===== config.mk =====
export PLATFORM = sky130hd
export DESIGN_NAME = axi_rd_regulator
export DESIGN_NICKNAME = d
export VERILOG_FILES = /design/src/rtl/axi_rd_regulator.sv
export SDC_FILE = /design/constraint.sdc
export NUM_CORES = 1
export LEC_CHECK = 0
export CORE_ASPECT_RATIO = 0.8
export CORE_UTILIZATION = 42
export CTS_BUF_LIST = sky130_fd_sc_hd__clkbuf_4 sky130_fd_sc_hd__clkbuf_8 sky130_fd_sc_hd__clkbuf_16
export DETAILED_ROUTE_END_ITERATION = 6
export PLACE_DENSITY = 0.88
export SLEW_MARGIN = 30
export SYNTH_ARGS = -nofsm -noshare
export SYNTH_HDL_FRONTEND = slang
export SYNTH_SLANG_ARGS = --single-unit
export TNS_END_PERCENT = 1

===== constraint.sdc =====
create_clock -name clk_100MHz -period 6.3 [get_ports clk_100MHz]
set_input_delay 1.26 -clock clk_100MHz [delete_from_list [all_inputs] [get_ports clk_100MHz]]
set_output_delay 1.26 -clock clk_100MHz [all_outputs]
set_load 0.02 [all_outputs]

===== src/rtl/axi_rd_regulator.sv =====
// AXI4 read-channel regulator: caps outstanding read bursts and charges R beats
// against a per-window budget before letting an AR through; R passes straight across.
module axi_rd_regulator #(
    parameter int ADDR_W          = 32,
    parameter int DATA_W          = 32,
    parameter int ID_W            = 4,
    parameter int MAX_OUTSTANDING = 4,
    parameter int WINDOW_CYCLES   = 1024,
    parameter int BEAT_BUDGET     = 512
) (
    input  logic              clk_100MHz,
    input  logic              reset_rtl_0,
    input  logic              reg_en,

    input  logic [ID_W-1:0]   s_arid,
    input  logic [ADDR_W-1:0] s_araddr,
    input  logic [7:0]        s_arlen,
    input  logic [2:0]        s_arsize,
    input  logic [1:0]        s_arburst,
    input  logic              s_arvalid,
    output logic              s_arready,

    output logic [ID_W-1:0]   m_arid,
    output logic [ADDR_W-1:0] m_araddr,
    output logic [7:0]        m_arlen,
    output logic [2:0]        m_arsize,
    output logic [1:0]        m_arburst,
    output logic              m_arvalid,
    input  logic              m_arready,

    input  logic [ID_W-1:0]   m_rid,
    input  logic [DATA_W-1:0] m_rdata,
    input  logic [1:0]        m_rresp,
    input  logic              m_rlast,
    input  logic              m_rvalid,
    output logic              m_rready,

    output logic [ID_W-1:0]   s_rid,
    output logic [DATA_W-1:0] s_rdata,
    output logic [1:0]        s_rresp,
    output logic              s_rlast,
    output logic              s_rvalid,
    input  logic              s_rready,

    output logic [7:0]        outstanding,
    output logic [16:0]       budget_used,
    output logic              throttle,
    output logic [31:0]       stall_cycles
);

    localparam int                WIN_W    = (WINDOW_CYCLES > 2) ? $clog2(WINDOW_CYCLES) : 1;
    localparam logic [WIN_W-1:0]  WIN_LAST = WIN_W'(WINDOW_CYCLES - 1);
    localparam logic [7:0]        MAX_OUT  = 8'(MAX_OUTSTANDING);
    localparam logic [17:0]       BUDGET   = 18'(BEAT_BUDGET);

    logic [WIN_W-1:0] win_cnt;
    logic [16:0]      burst_beats;
    logic [17:0]      budget_sum;
    logic             allow;
    logic             gate_ok;
    logic             ar_hs;
    logic             rd_done;
    logic             win_wrap;
    logic             stall_now;

    // Pure wiring paths: AR payload and the whole R channel.
    assign m_arid    = s_arid;
    assign m_araddr  = s_araddr;
    assign m_arlen   = s_arlen;
    assign m_arsize  = s_arsize;
    assign m_arburst = s_arburst;

    assign s_rid     = m_rid;
    assign s_rdata   = m_rdata;
    assign s_rresp   = m_rresp;
    assign s_rlast   = m_rlast;
    assign s_rvalid  = m_rvalid;
    assign m_rready  = s_rready;

    // allow depends only on registered state and the (held-stable) AR length,
    // so there is no combinational loop through m_arready or s_arvalid.
    assign burst_beats = 17'(s_arlen) + 17'd1;
    assign budget_sum  = {1'b0, budget_used} + {1'b0, burst_beats};
    assign allow       = !reg_en ||
                         ((outstanding < MAX_OUT) &&
                          ((budget_sum <= BUDGET) || (budget_used == 17'd0)));
    assign gate_ok     = allow && !reset_rtl_0;

    assign m_arvalid = s_arvalid && gate_ok;
    assign s_arready = m_arready && gate_ok;

    // Valid/ready: a transfer happens on a channel when valid && ready at a clock edge.
    assign ar_hs     = m_arvalid && m_arready;
    assign rd_done   = m_rvalid && m_rready && m_rlast;
    assign win_wrap  = (win_cnt == WIN_LAST);
    assign stall_now = s_arvalid && !allow;

    always_ff @(posedge clk_100MHz or posedge reset_rtl_0) begin
        if (reset_rtl_0) begin
            outstanding  <= 8'd0;
            budget_used  <= 17'd0;
            win_cnt      <= '0;
            throttle     <= 1'b0;
            stall_cycles <= 32'd0;
        end else begin
            if (ar_hs && !rd_done) begin
                if (outstanding != 8'hFF)
                    outstanding <= outstanding + 8'd1;
            end else if (!ar_hs && rd_done) begin
                if (outstanding != 8'd0)
                    outstanding <= outstanding - 8'd1;
            end

            // A burst accepted on the wrap cycle is charged to the new window.
            if (win_wrap) begin
                win_cnt     <= '0;
                budget_used <= ar_hs ? burst_beats : 17'd0;
            end else begin
                win_cnt <= win_cnt + 1'b1;
                if (ar_hs)
                    budget_used <= budget_sum[16:0];
            end

            throttle <= stall_now;
            if (stall_now && (stall_cycles != 32'hFFFF_FFFF))
                stall_cycles <= stall_cycles + 32'd1;
        end
    end

endmodule

==> metrics.md <==
| Metric | Value |
|---|---|
| ANT nets after route | `0` |
| Largest net degree at the start of global routing | `64` |
| Complex-gate fraction of the synthesized area | `11.3%` |
| Net Count, Synth | `653` |
| Max-Cap Viols | `0` |
| Syn. warnings | `0` |
| Most frequent cell on the critical path | `ha_1` |
| Post-synthesis sequential area ratio | `between 30 and 40%` |
| Slowest-stage cell, CP | `clkdlybuf4s50_1` |
| Clk slew on worst S/H paths | `0.05 ns` |
| Maximum VDD drop | `roughly 0.00027 V` |
| Number of library cell types mapped by synthesis | `64` |
| Mapped Area | `5020 um2` |
| Internal | `1.42 mW` |
| First-pass GRT wire length | `about 20000 um` |
| Worst Max-Slew Pin Slew | `0.819 ns` |
| CTS tree | `yes` |
| Diodes inserted | `0` |
| Gr ovfl total | `0` |
| Flop pwr share | `29.1%` |
| Clock skew | `0.00857 ns` |
| Crit path DAT | `6.25 ns` |
| Leakage | `2.67 nW` |
| CTS Buffer Depth | `2` |
| Clock sinks | `68` |
| Site Rows | `35` |
| Total iterations of the first detailed-routing run | `4` |
| Routed Wire Length | `11800 um` |
| NumNets Final | `678` |
| GRT Overall Usage | `19.4%` |
| Stages on worst setup path | `26` |
| Clk pwr share | `between 20% and 30%` |
| IO Pins | `245` |
| Simple-Gate Fraction of Synth Area | `a little under a fifth` |
| Post-DP HPWL | `8600 um` |
| Slowest Stage Delay on Critical Path | `0.52 ns` |
| Die X | `124 um` |
| Number of vias per cell | `5.56` |
| Vias in the first global route | `between 4000 and 5000` |
| Initial antenna violation count | `0` |
| Slew HR | `45.4%` |
| Via count | `3974` |
| Count leader, synth | `buf_4` |
| # H-tree levels | `3` |
| Finished Core Util | `51.0%` |
| Residual DRC | `0` |
| Max Slew Vio Count | `0` |
| Ys async rst share | `100%` |
| EDFF count, synth | `0` |
| Largest area contributor in the netlist | `dfrtp_1` |
| Prevailing post-synth register cell | `dfrtp_1` |
| Root buffer cell | `clkbuf_16` |
| Mux cell area share after synthesis | `3.46%` |
| Critical path type | `in -> reg` |
| Port bufs | `86` |
| Wire per inst | `16.5 um` |
| DP Area | `about 5500 um2` |
| Min-Delay Path Class | `reg -> reg` |
| Core Area | `around 12000 um2` |
| Post-synthesis register bit count | `68` |
| Initial detailed-routing violation count | `between 200 and 250` |
| Final Cell Area | `5900 um2` |
| CP startpoint kind | `input pin` |
| Post-Synth XOR/XNOR Area | `~9.9%` |
| Largest family of logic cells by synthesized area | `simple AND/OR/NAND/NOR gates` |
| Final min period | `6.04 ns` |
| Initial Util | `43.4%` |
| Die Y | `between 90 and 100 um` |
| Max Freq | `165 MHz` |
| Final worst path period share | `95.9%` |
| Synth Area in Adders | `5.53%` |
| Syn Inst Count | `537` |
| Latest clock arrival within the worst-skew pair | `between 0.3 and 0.4 ns` |
| Critical path buffers and inverters | `3` |
| RePlAce Congestion | `between 0.9 and 1` |
| Switching Share | `between 30% and 40%` |
| Crit-path leading delay family | `compound AO/OA/AOI/OAI gates` |
| Final Hold Viols | `0` |
| TritonCTS buffer count | `9` |
| Die area | `12400 um2` |
| Overall power | `2.34 mW` |
| Net Sw Power | `916 uW` |
| Avg Inst Size Synth | `9.35 um2` |
| Power per Cell Area | `approximately 400 nW/um2` |
| Worst Reg2Reg Path Length in Cells | `24` |
| Layout cells sized above 1 | `15.0%` |
| Final setup violation count | `0` |
| Crit path max fanout | `5` |
| Status | `finished, final reports clean` |
| Synth cell count leaders | `92 x buf_4, 68 x dfrtp_1, 33 x nand2_1, 30 x xor2_1` |
| Top post-synthesis cells by area | `dfrtp_1 34%, buf_4 14%, xor2_1 5.2%` |
| Post-synth top area share | `33.9%` |
| Worst setup EP type | `register` |
| Syn-to-layout area delta | `17.4%` |
| Logic gate share of total power | `47.5%` |
| WP data required | `6.51 ns` |
| Hold Crit Depth | `1` |
==> stage by stage <==
step	hold slack, ns	cells	setup WS [ns]	setup TNS (ns)
after detailed placement	0.464	697	-0.189	-0.596
final	0.471	715	0.257	0
after global routing	0.485	715	-0.0902	-0.115
after floorplan	0.438	537	0.354	0
after CTS	0.471	713	0.0815	0
after global placement	0.454	697	0.0266	0
==> logic make-up after synthesis <==
kind of cell | after synthesis
AO/OA/AOI/OAI | 75
XOR/XNOR | 57
adder cells (fa/ha/maj) | 21
buffers and inverters | 127
flip-flops | 68
multiplexers | 17
AND/OR/NAND/NOR | 172
==> cells in the final DEF, fill, tap and decap left out, drive strengths merged, types with 7 or more instances in the layout <==
cell | synthesis | routed
and3 | 18 | 18
and4 | 7 | 7
nand3 | 29 | 29
buf | 100 | 33
o21ai | 18 | 18
nand2 | 33 | 33
clkbuf | 5 | 13
mux2i | 14 | 14
clkdlybuf4s50 | 0 | 84
ha | 19 | 19
xnor2 | 27 | 27
dfrtp | 68 | 68
inv | 22 | 22
a21o | 7 | 7
nand4 | 9 | 9
nor2 | 28 | 28
xor2 | 30 | 30
nor4 | 9 | 9
nor3 | 21 | 21
a21oi | 17 | 17
==> state kept, by name, summed over array words and instances (netlist names) <==
signal	count
win_cnt	10
stall_cycles	32
outstanding	8
budget_used	17
throttle	1
==> layout make-up <==
class	instances	area [um2]
flip-flops and latches	68	1700
well taps	148	185
clock buffers	11	246
inverters	22	82.6
fillers	1039	5660
multi-input cells	342	2510
clock inverters	5	75.1
repair buffers	119	1100
==> final timing paths <==
check,start,to,slack [ns]
worst max-delay path,s_arlen[0],outstanding[7]$_DFFE_PP0P_,0.26
worst min register to register,win_cnt[4]$_DFF_PP0_,win_cnt[4]$_DFF_PP0_,0.47
worst min-delay path,win_cnt[4]$_DFF_PP0_,win_cnt[4]$_DFF_PP0_,0.47
max in group asynchronous,reset_rtl_0,stall_cycles[15]$_DFFE_PP0P_,4.12
min in group asynchronous,reset_rtl_0,stall_cycles[4]$_DFFE_PP0P_,1.15
worst max register to register,budget_used[0]$_DFFE_PP0P_,outstanding[7]$_DFFE_PP0P_,1.66
==> repair_timing <==
action	in CTS	in global routing
setup endpoints to repair	2	4
setup buffers	0	2
pin swaps	0	5
resized for setup	2	12
hold buffers	0	0
==> layer usage <==
layer	wire [um]	share of wire [%]	vias to the layer above	track usage (%)
li1	-	-	1836	-
met1	5080	43	1935	23.3
met2	5600	48	165	31.7
met3	788	6.7	38	6.77
met4	316	2.7	0	8.43
met5	0	0	-	0
==> power by group through the flow <==
stage	Sequential (mW)	Clock, mW	Combinational [mW]
6_report	0.681	0.547	1.11
5_1_grt	0.696	0.581	1.20
4_1_cts	0.674	0.560	1.08
3_5_place_dp	0.678	0	1.06
3_3_place_gp	0.670	0	1.03
2_1_floorplan	0.739	0	0.671
Power figures use the tool's default switching activity.
